$ cat src/rtl/dcm_posctrl.sv
// dcm_posctrl: multi-channel closed-loop DC motor position controller.
// Each channel has its own register file, duty ramp, direction-reversal guard,
// stall timer and status block. All channels share one PWM counter and one
// ramp prescaler. They sit behind a simple synchronous register bus.

module dcm_posctrl_ch #(
  parameter int POS_W   = 24,
  parameter int PWM_W   = 8,
  parameter int STALL_W = 20
) (
  input  logic             clk,
  input  logic             reset,
  input  logic [PWM_W-1:0] cnt,
  input  logic             ramp_tick,
  input  logic             we,
  input  logic [2:0]       field,
  input  logic [POS_W-1:0] wdata,
  input  logic             pulse_in,
  input  logic             fault_in,
  input  logic             otw_in,
  output logic [POS_W-1:0] rd_data,
  output logic             left,
  output logic             right,
  output logic             irq_req
);

  logic [2:0]         ctrl;       // {irq_en, brake, enable}
  logic [POS_W-1:0]   target;
  logic [POS_W-1:0]   position;
  logic [PWM_W-1:0]   max_duty;
  logic [PWM_W-1:0]   ramp_step;
  logic [3:0]         status;     // {at_target, stall, fault, otw}
  logic [PWM_W-1:0]   duty;
  logic               drive_left; // 0 = right, 1 = left; sticky between moves
  logic [STALL_W-1:0] stall_timer;
  logic               delta_zero_q;
  logic [2:0]         pulse_sync; // [1:0] synchroniser, [2] edge history
  logic [1:0]         fault_sync;
  logic [1:0]         otw_sync;

  logic [POS_W-1:0] delta;
  logic             delta_zero, want_left, want_right, reversing;
  logic             fault_now, otw_now, blocked, pulse;
  logic             stall_hit, at_hit, brake_on, pwm_on;
  logic [PWM_W-1:0] goal, duty_step;
  logic [3:0]       status_set, status_clr;

  assign delta      = target - position;
  assign delta_zero = (delta == '0);
  assign want_left  = delta[POS_W-1];
  assign want_right = !delta[POS_W-1] && !delta_zero;
  // Wanted direction disagrees with the bridge polarity: coast down first.
  assign reversing  = (want_left || want_right) && (want_left != drive_left);

  assign fault_now  = fault_sync[1];
  assign otw_now    = otw_sync[1];
  assign pulse      = pulse_sync[1] && !pulse_sync[2];
  // The raw synced inputs are included so duty drops on the same edge the bit sets.
  assign blocked    = (|status[2:0]) || fault_now || otw_now;
  assign goal       = (ctrl[0] && !blocked && !delta_zero && !reversing) ? max_duty : '0;

  assign stall_hit  = (duty != '0) && (&stall_timer);
  assign at_hit     = ctrl[0] && delta_zero && !delta_zero_q;
  assign brake_on   = ctrl[1] && (duty == '0) &&
                      !(status[0] || status[1] || fault_now || otw_now);
  assign pwm_on     = (cnt < duty);

  assign status_set = {at_hit, stall_hit, fault_now, otw_now};
  assign status_clr = (we && field == 3'd5) ? wdata[3:0] : 4'b0;
  assign irq_req    = ctrl[2] && (|status);

  // One ramp step toward goal, landing exactly on goal when within reach.
  always_comb begin
    duty_step = duty;
    if (duty < goal)
      duty_step = ((goal - duty) <= ramp_step) ? goal : duty + ramp_step;
    else if (duty > goal)
      duty_step = ((duty - goal) <= ramp_step) ? goal : duty - ramp_step;
  end

  // Register read mux; unused fields read as zero.
  always_comb begin
    rd_data = '0;
    case (field)
      3'd0:    rd_data = POS_W'(ctrl);
      3'd1:    rd_data = target;
      3'd2:    rd_data = position;
      3'd3:    rd_data = POS_W'(max_duty);
      3'd4:    rd_data = POS_W'(ramp_step);
      3'd5:    rd_data = POS_W'(status);
      default: rd_data = '0;
    endcase
  end

  // Two-flop synchronisers plus one history flop for pulse edge detection.
  always_ff @(posedge clk) begin
    if (reset) begin
      pulse_sync <= '0;
      fault_sync <= '0;
      otw_sync   <= '0;
    end else begin
      pulse_sync <= {pulse_sync[1:0], pulse_in};
      fault_sync <= {fault_sync[0], fault_in};
      otw_sync   <= {otw_sync[0], otw_in};
    end
  end

  // Software registers, position tracking, duty ramp, stall timer and status.
  always_ff @(posedge clk) begin
    if (reset) begin
      ctrl         <= '0;
      target       <= '0;
      position     <= '0;
      max_duty     <= '0;
      ramp_step    <= '0;
      status       <= '0;
      duty         <= '0;
      drive_left   <= 1'b0;
      stall_timer  <= '0;
      delta_zero_q <= 1'b0;
    end else begin
      if (we && field == 3'd0) ctrl      <= wdata[2:0];
      if (we && field == 3'd1) target    <= wdata;
      if (we && field == 3'd3) max_duty  <= wdata[PWM_W-1:0];
      if (we && field == 3'd4) ramp_step <= wdata[PWM_W-1:0];

      // A preset write beats a coincident pulse; coasting pulses still count.
      if (we && field == 3'd2)
        position <= wdata;
      else if (pulse)
        position <= drive_left ? position - POS_W'(1) : position + POS_W'(1);

      // Clear wins this cycle; a persisting cause re-sets the bit next cycle.
      status <= (status | status_set) & ~status_clr;

      if (blocked)
        duty <= '0;
      else if (ramp_step == '0)
        duty <= goal;
      else if (ramp_tick)
        duty <= duty_step;

      // Bridge polarity may only flip with the output fully off.
      if ((duty == '0) && (want_left || want_right))
        drive_left <= want_left;

      if ((duty == '0) || pulse)
        stall_timer <= '0;
      else
        stall_timer <= stall_timer + STALL_W'(1);

      delta_zero_q <= delta_zero;
    end
  end

  // Registered H-bridge outputs; brake shorts both low-side legs high.
  always_ff @(posedge clk) begin
    if (reset) begin
      left  <= 1'b0;
      right <= 1'b0;
    end else begin
      left  <= brake_on || (drive_left && pwm_on);
      right <= brake_on || (!drive_left && pwm_on);
    end
  end

endmodule

module dcm_posctrl #(
  parameter int N_CHANNELS = 6,
  parameter int POS_W      = 24,
  parameter int PWM_W      = 8,
  parameter int STALL_W    = 20,
  parameter int RAMP_DIV_W = 8,
  parameter int ADDR_W     = $clog2(N_CHANNELS) + 3
) (
  input  logic                  clk,
  input  logic                  reset,
  input  logic                  reg_we,
  input  logic                  reg_re,
  input  logic [ADDR_W-1:0]     reg_addr,
  input  logic [POS_W-1:0]      reg_wdata,
  output logic [POS_W-1:0]      reg_rdata,
  output logic                  reg_rvalid,
  input  logic [N_CHANNELS-1:0] motor_pulse,
  input  logic [N_CHANNELS-1:0] motor_fault,
  input  logic [N_CHANNELS-1:0] motor_otw,
  output logic [N_CHANNELS-1:0] motor_left,
  output logic [N_CHANNELS-1:0] motor_right,
  output logic                  irq
);

  logic [PWM_W-1:0]                 pwm_cnt;
  logic [RAMP_DIV_W-1:0]            ramp_cnt;
  logic                             ramp_tick;
  logic [ADDR_W-1:0]                chan;
  logic [N_CHANNELS-1:0][POS_W-1:0] ch_rd;
  logic [N_CHANNELS-1:0]            ch_irq;
  logic [N_CHANNELS-1:0]            ch_we;
  logic [POS_W-1:0]                 rd_sel;

  assign ramp_tick = &ramp_cnt;
  // Upper address bits select the channel; out-of-range channels match nothing.
  assign chan      = reg_addr >> 3;

  // Shared free-running PWM counter and ramp prescaler.
  always_ff @(posedge clk) begin
    if (reset) begin
      pwm_cnt  <= '0;
      ramp_cnt <= '0;
    end else begin
      pwm_cnt  <= pwm_cnt + PWM_W'(1);
      ramp_cnt <= ramp_cnt + RAMP_DIV_W'(1);
    end
  end

  for (genvar i = 0; i < N_CHANNELS; i++) begin : g_ch
    assign ch_we[i] = reg_we && (chan == ADDR_W'(i));

    dcm_posctrl_ch #(
      .POS_W   (POS_W),
      .PWM_W   (PWM_W),
      .STALL_W (STALL_W)
    ) u_ch (
      .clk       (clk),
      .reset     (reset),
      .cnt       (pwm_cnt),
      .ramp_tick (ramp_tick),
      .we        (ch_we[i]),
      .field     (reg_addr[2:0]),
      .wdata     (reg_wdata),
      .pulse_in  (motor_pulse[i]),
      .fault_in  (motor_fault[i]),
      .otw_in    (motor_otw[i]),
      .rd_data   (ch_rd[i]),
      .left      (motor_left[i]),
      .right     (motor_right[i]),
      .irq_req   (ch_irq[i])
    );
  end

  // Channel select for reads; unmatched channel index reads zero.
  always_comb begin
    rd_sel = '0;
    for (int i = 0; i < N_CHANNELS; i++)
      if (chan == ADDR_W'(i)) rd_sel = ch_rd[i];
  end

  // Registered read port and interrupt.
  always_ff @(posedge clk) begin
    if (reset) begin
      reg_rdata  <= '0;
      reg_rvalid <= 1'b0;
      irq        <= 1'b0;
    end else begin
      reg_rdata  <= reg_re ? rd_sel : '0;
      reg_rvalid <= reg_re;
      irq        <= |ch_irq;
    end
  end

endmodule

$ cat config.mk
export PLATFORM = sky130hd
export DESIGN_NAME = dcm_posctrl
export DESIGN_NICKNAME = d
export VERILOG_FILES = /design/src/rtl/dcm_posctrl.sv
export SDC_FILE = /design/constraint.sdc
export NUM_CORES = 2
export LEC_CHECK = 0
export ABC_AREA = 1
export BUFFER_PORTS_ARGS = -buffer_cell sky130_fd_sc_hd__buf_2
export CORE_MARGIN = 5
export CORE_UTILIZATION = 45
export DETAILED_ROUTE_END_ITERATION = 6
export GPL_TIMING_DRIVEN = 0
export PLACE_DENSITY = 0.62
export RECOVER_POWER = 50
export SLEW_MARGIN = 20
export SYNTH_ARGS = -nofsm -noshare
export SYNTH_HDL_FRONTEND = slang
export SYNTH_SLANG_ARGS = --single-unit
$ cat constraint.sdc
create_clock -name clk -period 6.5 [get_ports clk]
set_input_delay 0.65 -clock clk [delete_from_list [all_inputs] [get_ports clk]]
set_output_delay 0.65 -clock clk [all_outputs]
set_load 0.01 [all_outputs]
-- Yosys cells after proc, flatten, opt, wreduce, memory -nomap -nowiden
Cells that the tools add are included.
- output and inout port bits: 38
- logic and storage cells: 605
- register bits after elaboration: 702
- bitwise logic cells: 19
- add/sub/neg operators: 50
- reduce and logical (&&, ||, !) cells: 317
- muxes and demuxes: 78
- eq/ne operators: 16
- order comparisons: 30
- operators with widths (cell ; number):
    one-hot mux 24 bit (6 select lines) ; 6
    two-way mux 24 bit ; 24
    two-way mux 8 bit ; 42
    adder 24 x 1 -> 24 bit (second input constant) ; 6
    zero test 24 bit ; 6
    subtractor 24 x 1 -> 24 bit (second input constant) ; 6
    subtractor 24 bit ; 6
    subtractor 8 bit ; 18
    logical AND 1 bit ; 132
    adder 20 x 1 -> 20 bit (second input constant) ; 6
    AND reduction 20 bit ; 6
    less-or-equal comparator 8 bit ; 12
    zero test 8 bit ; 12
    < comparator 8 bit ; 12
    logical OR 1 bit ; 54
    adder 8 bit ; 6
    greater-than comparator 8 bit ; 6
    zero test 1 bit ; 48
    nonzero test 8 bit ; 6
    OR reduction 2 bit ; 13
    AND 4 bit ; 6
    two-way mux 4 bit ; 6
    NOT 4 bit ; 6
    OR 4 bit ; 6
    other kinds (15) ; 59

-- Longest topological paths before layout
- depth after elaboration: 16
- mapped depth: 42
- depth with buffers taken out: 41

-- By module
Synthesis repeated with hierarchy kept, for this count alone.
- cell total of the unflattened synthesis: 9376
- area total of the unflattened synthesis: 59404.5 um^2
- modules (own cells, without submodules) (module ; times used ; cells an instance ; sequential area each (um^2) ; area each (um^2)):
    dcm_posctrl_ch (g_ch[2].u_ch) ; 1 ; 1504 ; 2202.1 ; 9589.2
    dcm_posctrl_ch (g_ch[1].u_ch) ; 1 ; 1517 ; 2202.1 ; 9545.4
    dcm_posctrl_ch (g_ch[0].u_ch) ; 1 ; 1510 ; 2202.1 ; 9531.6
    dcm_posctrl_ch (g_ch[3].u_ch) ; 1 ; 1498 ; 2202.1 ; 9445.3
    dcm_posctrl_ch (g_ch[5].u_ch) ; 1 ; 1479 ; 2202.1 ; 9436.6
    dcm_posctrl_ch (g_ch[4].u_ch) ; 1 ; 1477 ; 2202.1 ; 9430.3
    dcm_posctrl ; 1 ; 391 ; 840.8 ; 2426.1

-- Least setup slack after synthesis
OpenSTA, ideal clock, no wires.
- kind: register to register
- start point: register g_ch[1].u_ch.position[0]
- end point: register g_ch[1].u_ch.duty[0]
- path slack: 1507 ps
- stages on the path, launching flop included: 39
- buffers on the path: 2
- data arrival time: 4920 ps
- cell sequence: dfxtp_1 ha_1 fa_1 inv_1 nand3_1 nand2_1 nand2_1 nand2_1 nand2_1 nand3_1 nand2_1 nor2_1 nand2_1 nor2_1 nand2_1 nor2_1 nand2_1 buf_2 [3 not listed] buf_2 nand2_1 inv_1 a221oi_2 o21ai_0 xor2_1 ha_1 nand2_1 nor2_1 nand2_1 o211ai_1 nand2_1 inv_1 nor2_1 or2_2 nor4_1 a21oi_1 a21oi_1
- word-level cells in the longest chain between the ends: 16
- elaborated cells between the ends (all ways): 26
- ends and longest elaborated chain (item ; RTL line ; source):
    start: declaration ; 29 ; logic [POS_W-1:0] position;
    start signal: assignment ; 129 ; position <= wdata;
    start signal: assignment ; 131 ; position <= drive_left ? position - POS_W'(1) : position + POS_W'(1);
    subtractor 24 bit (*) ; 48 ; assign delta = target - position;
    zero test 24 bit ; 49 ; assign delta_zero = (delta == '0);
    zero test 1 bit ; 51, 60 ;
    logical AND 1 bit ; 51 ; assign want_right = !delta[POS_W-1] && !delta_zero;
    logical OR 1 bit ; 53 ; assign reversing = (want_left || want_right) && (want_left != drive_left);
    logical AND 1 bit ; 53 ;
    zero test 1 bit ; 60 ; assign goal = (ctrl[0] && !blocked && !delta_zero && !reversing) ? max_duty : '0;
    logical AND 1 bit (*) ; 60 ;
    two-way mux 8 bit (*) ; 60 ;
    subtractor 8 bit ; 78 ; duty_step = ((duty - goal) <= ramp_step) ? goal : duty - ramp_step;
    less-or-equal comparator 8 bit ; 78 ;
    two-way mux 8 bit ; 78 ;
    two-way mux 8 bit ; 77 ; else if (duty > goal)
    two-way mux 8 bit ; 75 ; if (duty < goal)
    two-way mux 8 bit ; 140 ; else if (ramp_tick)
    two-way mux 8 bit ; 138 ; else if (ramp_step == '0)
    end signal: assignment ; 139 ; duty <= goal;
    end signal: assignment ; 141 ; duty <= duty_step;
    end: declaration ; 33 ; logic [PWM_W-1:0] duty;
Every way passes the cells marked *; elsewhere a longest branch is shown, timed or not. The select of a mux whose other input is x is not followed.
A chain may end at the register's enable or synchronous reset.

-- Worst setup path in the final report
- start point: register g_ch[1].u_ch.target[0]
- end point: register g_ch[1].u_ch.duty[0]
- word-level cells in the longest chain between the ends: 16
- elaborated cells between the ends (all ways): 26
- ends and longest elaborated chain (item ; RTL line ; source):
    start: declaration ; 28 ; logic [POS_W-1:0] target;
    start signal: assignment ; 123 ; if (we && field == 3'd1) target <= wdata;
    subtractor 24 bit (*) ; 48 ;
    zero test 24 bit ; 49 ;
    zero test 1 bit ; 51, 60 ;
    logical AND 1 bit ; 51 ;
    logical OR 1 bit ; 53 ;
    logical AND 1 bit ; 53 ;
    zero test 1 bit ; 60 ;
    logical AND 1 bit (*) ; 60 ;
    two-way mux 8 bit (*) ; 60 ;
    subtractor 8 bit ; 78 ;
    less-or-equal comparator 8 bit ; 78 ;
    two-way mux 8 bit ; 78 ;
    two-way mux 8 bit ; 77 ;
    two-way mux 8 bit ; 75 ;
    two-way mux 8 bit ; 140 ;
    two-way mux 8 bit ; 138 ;
Marked as above.

==> impl_metrics.csv <==
group,metric,value,unit
sta,timing.final.ws_setup,0.368,ns
global_route,grt_max_degree,29,
setup_path,worstPathMaxFanout,6,
setup_path,slowest_delay,0.43,ns
logic_synthesis,synth_top_family_by_area,"simple AND/OR/NAND/NOR gates",
sta,hold_viol,0,
logic_synthesis,syn_nets,9694,
floorplanning,dieArea,136000,um^2
logic_synthesis,synthMuxAreaShare,0,
sta,rsz0062_at_grt,"yes",
floorplanning,rows,131,
routing,vias,63700,
routing,antenna_left,0,
global_route,antenna_found_initial,22,
logic_synthesis,synth_compound_area_frac,0.204,
clock_tree,cts-hold-fix-buffers,0,
finish,multi_input_area,38000,um^2
setup_path,rr_startpoint,"g_ch[1].u_ch.target[0]",
outcome,status,"finished with violations",
finish,syn2layout_area_growth,9.92,%
sta,tightest_slew,1.75,ns
setup_path,crit_start,"g_ch[1].u_ch.target[0]",
floorplanning,die_x,369,um
logic_synthesis,synthSimpleGateAreaFrac,0.267,
clock_tree,cts_buffers,87,
finish,final_common_cell,"nand2_1",
place,dpl.hpwl,206000,um
logic_synthesis,yosysWarnings,0,
global_route,grt_pass1_wl,372000,um
floorplanning,die-height,369,um
finish,mostFrequentLayoutCells,"2030 x nand2_1, 1310 x inv_1, 912 x a21oi_1",
routing,via_per_inst,5.82,
global_route,grt_pass1_vias,57700,
hold_path,holdCritStartpoint,"motor_pulse[1]",
setup_path,cp-start-kind,"flip-flop",
pwr,irDropWorstVdd,0.199,mV
setup_path,critPathBufInv,4,
sta,setup_viol,0,
routing,drt-total-wl,257000,um
finish,final_layout_size_suffix_gt1_frac,0.0426,
logic_synthesis,syn-mean-instance-area,6.44,um^2
finish,fin_area,63800,um^2
floorplanning,core,128000,um^2
logic_synthesis,synth-seq-cells,702,
finish,fill_cells,13400,
sta,setup_tns,0,ns
clock_tree,clk_latency,0.72,ns
logic_synthesis,synthAdderAreaFrac,0.140,
setup_path,crit_top_cell,"nand2_1",
place,dpl_cell_area,60700,um^2
clock_tree,cts_sinks,702,
pwr,p_total,15000,uW
setup_path,cp-end-kind,"flip-flop",
logic_synthesis,yosys.area_share.xor_xnor,0.0430,
clock_tree,clk_path_buf_depth,3,
logic_synthesis,synth_cell_type_count,69,
finish,final_cells,10900,
floorplanning,start_util,0.454,
logic_synthesis,synth-edff-count,0,
sta,max_freq,163,MHz
global_route,grt_overflow,0,
clock_tree,cts_tree,"done",
logic_synthesis,async_reset_ff_frac,0,
logic_synthesis,syn_inst,9016,
place,port_buffers,89,
logic_synthesis,ys_seq_area_frac,0.242,
setup_path,crit_arrival,6.76,ns
sta,drv_slew,33,
setup_path,path_delay_family,"simple AND/OR/NAND/NOR gates",
floorplanning,pin_count,90,
setup_path,crit_required,7.13,ns
place,routabilityCongestion,1.08,
logic_synthesis,synthFlopType,"dfxtp_1",
pwr,power_density,235,nW/um^2
global_route,track_usage,0.360,
logic_synthesis,synth_area,58100,um^2
setup_path,worst-setup-path-type,"flip-flop to flip-flop",
finish,regArea,14100,um^2
hold_path,hp-class,"primary input to flip-flop",
sta,period_minus_slack,6.13,ns
place,dp_slack,-0.103,ns
pwr,power.leakage,0.0297,uW
clock_tree,clockRootBuffer,"clkbuf_16",
setup_path,slowest_stage,"fa_1",
clock_tree,cts-htree-levels,3,
routing,drtIter0Drc,7122,
routing,drc_errors,2,
outcome,violations,"DRC, capacitance limit, slew limit",
finish,final_nets,9879,
job,drv_cap,3,
clock_tree,clk_pin_slew,0.06,ns
routing,dr.pass1.iters,7,
sta,min_period_over_period,0.943,
sta,clock_skew,0.0332,ns
sta,maxSlewHeadroom,-0.168,
routing,wl_per_cell,23.5,um
place,dp.cells,10800,
[worst register-to-register path, delay by kind of cell, from the launching register on]
family,cells,cell delay (ns)
simple gates,19,2.56
fa+ha+maj,5,1.55
compound gates,5,0.79
xor+xnor,2,0.43
buf+inv,4,0.40
flops,1,0.32
[registers in the layout, summed over array words and instances, names as in the netlist, 6 cells and up]
name / count
g_ch.u_ch.ramp_step: 48
g_ch.u_ch.duty: 48
reg_rdata: 24
g_ch.u_ch.pulse_sync: 18
g_ch.u_ch.right: 6
g_ch.u_ch.position: 144
ramp_cnt: 8
g_ch.u_ch.status: 24
g_ch.u_ch.fault_sync: 12
g_ch.u_ch.max_duty: 48
g_ch.u_ch.ctrl: 18
g_ch.u_ch.drive_left: 6
g_ch.u_ch.stall_timer: 120
pwm_cnt: 8
g_ch.u_ch.target: 144
g_ch.u_ch.delta_zero_q: 6
g_ch.u_ch.otw_sync: 12
g_ch.u_ch.left: 6
[cells in the mapped netlist, types with 19 or more instances]
cell type / n / share of area
nor3_1: 89 / 0.0077
o21bai_1: 36 / 0.0047
nand3b_1: 25 / 0.0032
nand3_1: 365 / 0.031
nand2_1: 2034 / 0.13
a21oi_1: 912 / 0.079
xnor2_1: 76 / 0.011
inv_1: 1313 / 0.085
nor3b_1: 19 / 0.0025
dfxtp_1: 702 / 0.24
o21ai_0: 728 / 0.063
nand4_1: 164 / 0.018
or2_2: 22 / 0.0024
nor2_1: 781 / 0.050
nor4_1: 62 / 0.0067
ha_1: 590 / 0.13
xor2_1: 209 / 0.032
o22ai_1: 121 / 0.013
a31oi_1: 143 / 0.015
clkbuf_1: 227 / 0.015
a221oi_1: 31 / 0.0047
fa_1: 36 / 0.012
o211ai_1: 52 / 0.0067
[path summary, 6_finish.rpt]
kind              depth (start not counted)  slack, ns                    endpoint
setup reg to reg                         35       0.37        g_ch[1].u_ch.duty[0]
hold reg to reg                           2       0.38    g_ch[2].u_ch.otw_sync[1]
hold / removal                            3       0.14  g_ch[1].u_ch.pulse_sync[0]
setup / recovery                         35       0.37        g_ch[1].u_ch.duty[0]
[final cells by class]
cell class                 count  share of cell area
tap                         1662              0.0326
multi-input combinational   6709               0.595
clock inverter                49              0.0106
antenna                       10            0.000392
inverter                    1335              0.0786
sequential                   702               0.220
timing repair buffer         101             0.00802
clock buffer                 110              0.0372
buffer                       265              0.0173
[kinds of logic after synthesis]
logic type / count (synthesis)
flops: 702
buf+inv: 1605
simple gates: 3648
compound gates: 2150
xor+xnor: 285
fa+ha+maj: 626
[power by group]
group	internal [uW]	switching (uW)	leakage (uW)
Combinational	1580	3410	0.0225
Clock	3060	2230	0.00146
Sequential	4430	298	0.00568
[through the flow]
stage	hold WS, ns	util
global placement	0.394	0.474
CTS	0.106	0.499
floorplan	0.388	-
global route	0.141	0.499
finish	0.142	0.499
detailed placement	0.393	0.475
[what timing repair did]
action / 4_1_cts / 5_1_grt
hold endpoints to repair: 0 / 0
buffers inserted: 0 / 8
pin swaps: 0 / 1
setup endpoints to repair: 3 / 46
gates resized for setup: 1 / 48
gates cloned: 0 / 0
[routing by layer]
layer	wire, um	track usage	vias to the layer above
met1	107000	0.477	29500
met5	72	0	-
met3	27500	0.0823	745
li1	-	-	30300
met2	105000	0.536	3101
met4	18000	0.209	10
(Power assumes the default switching activity.)
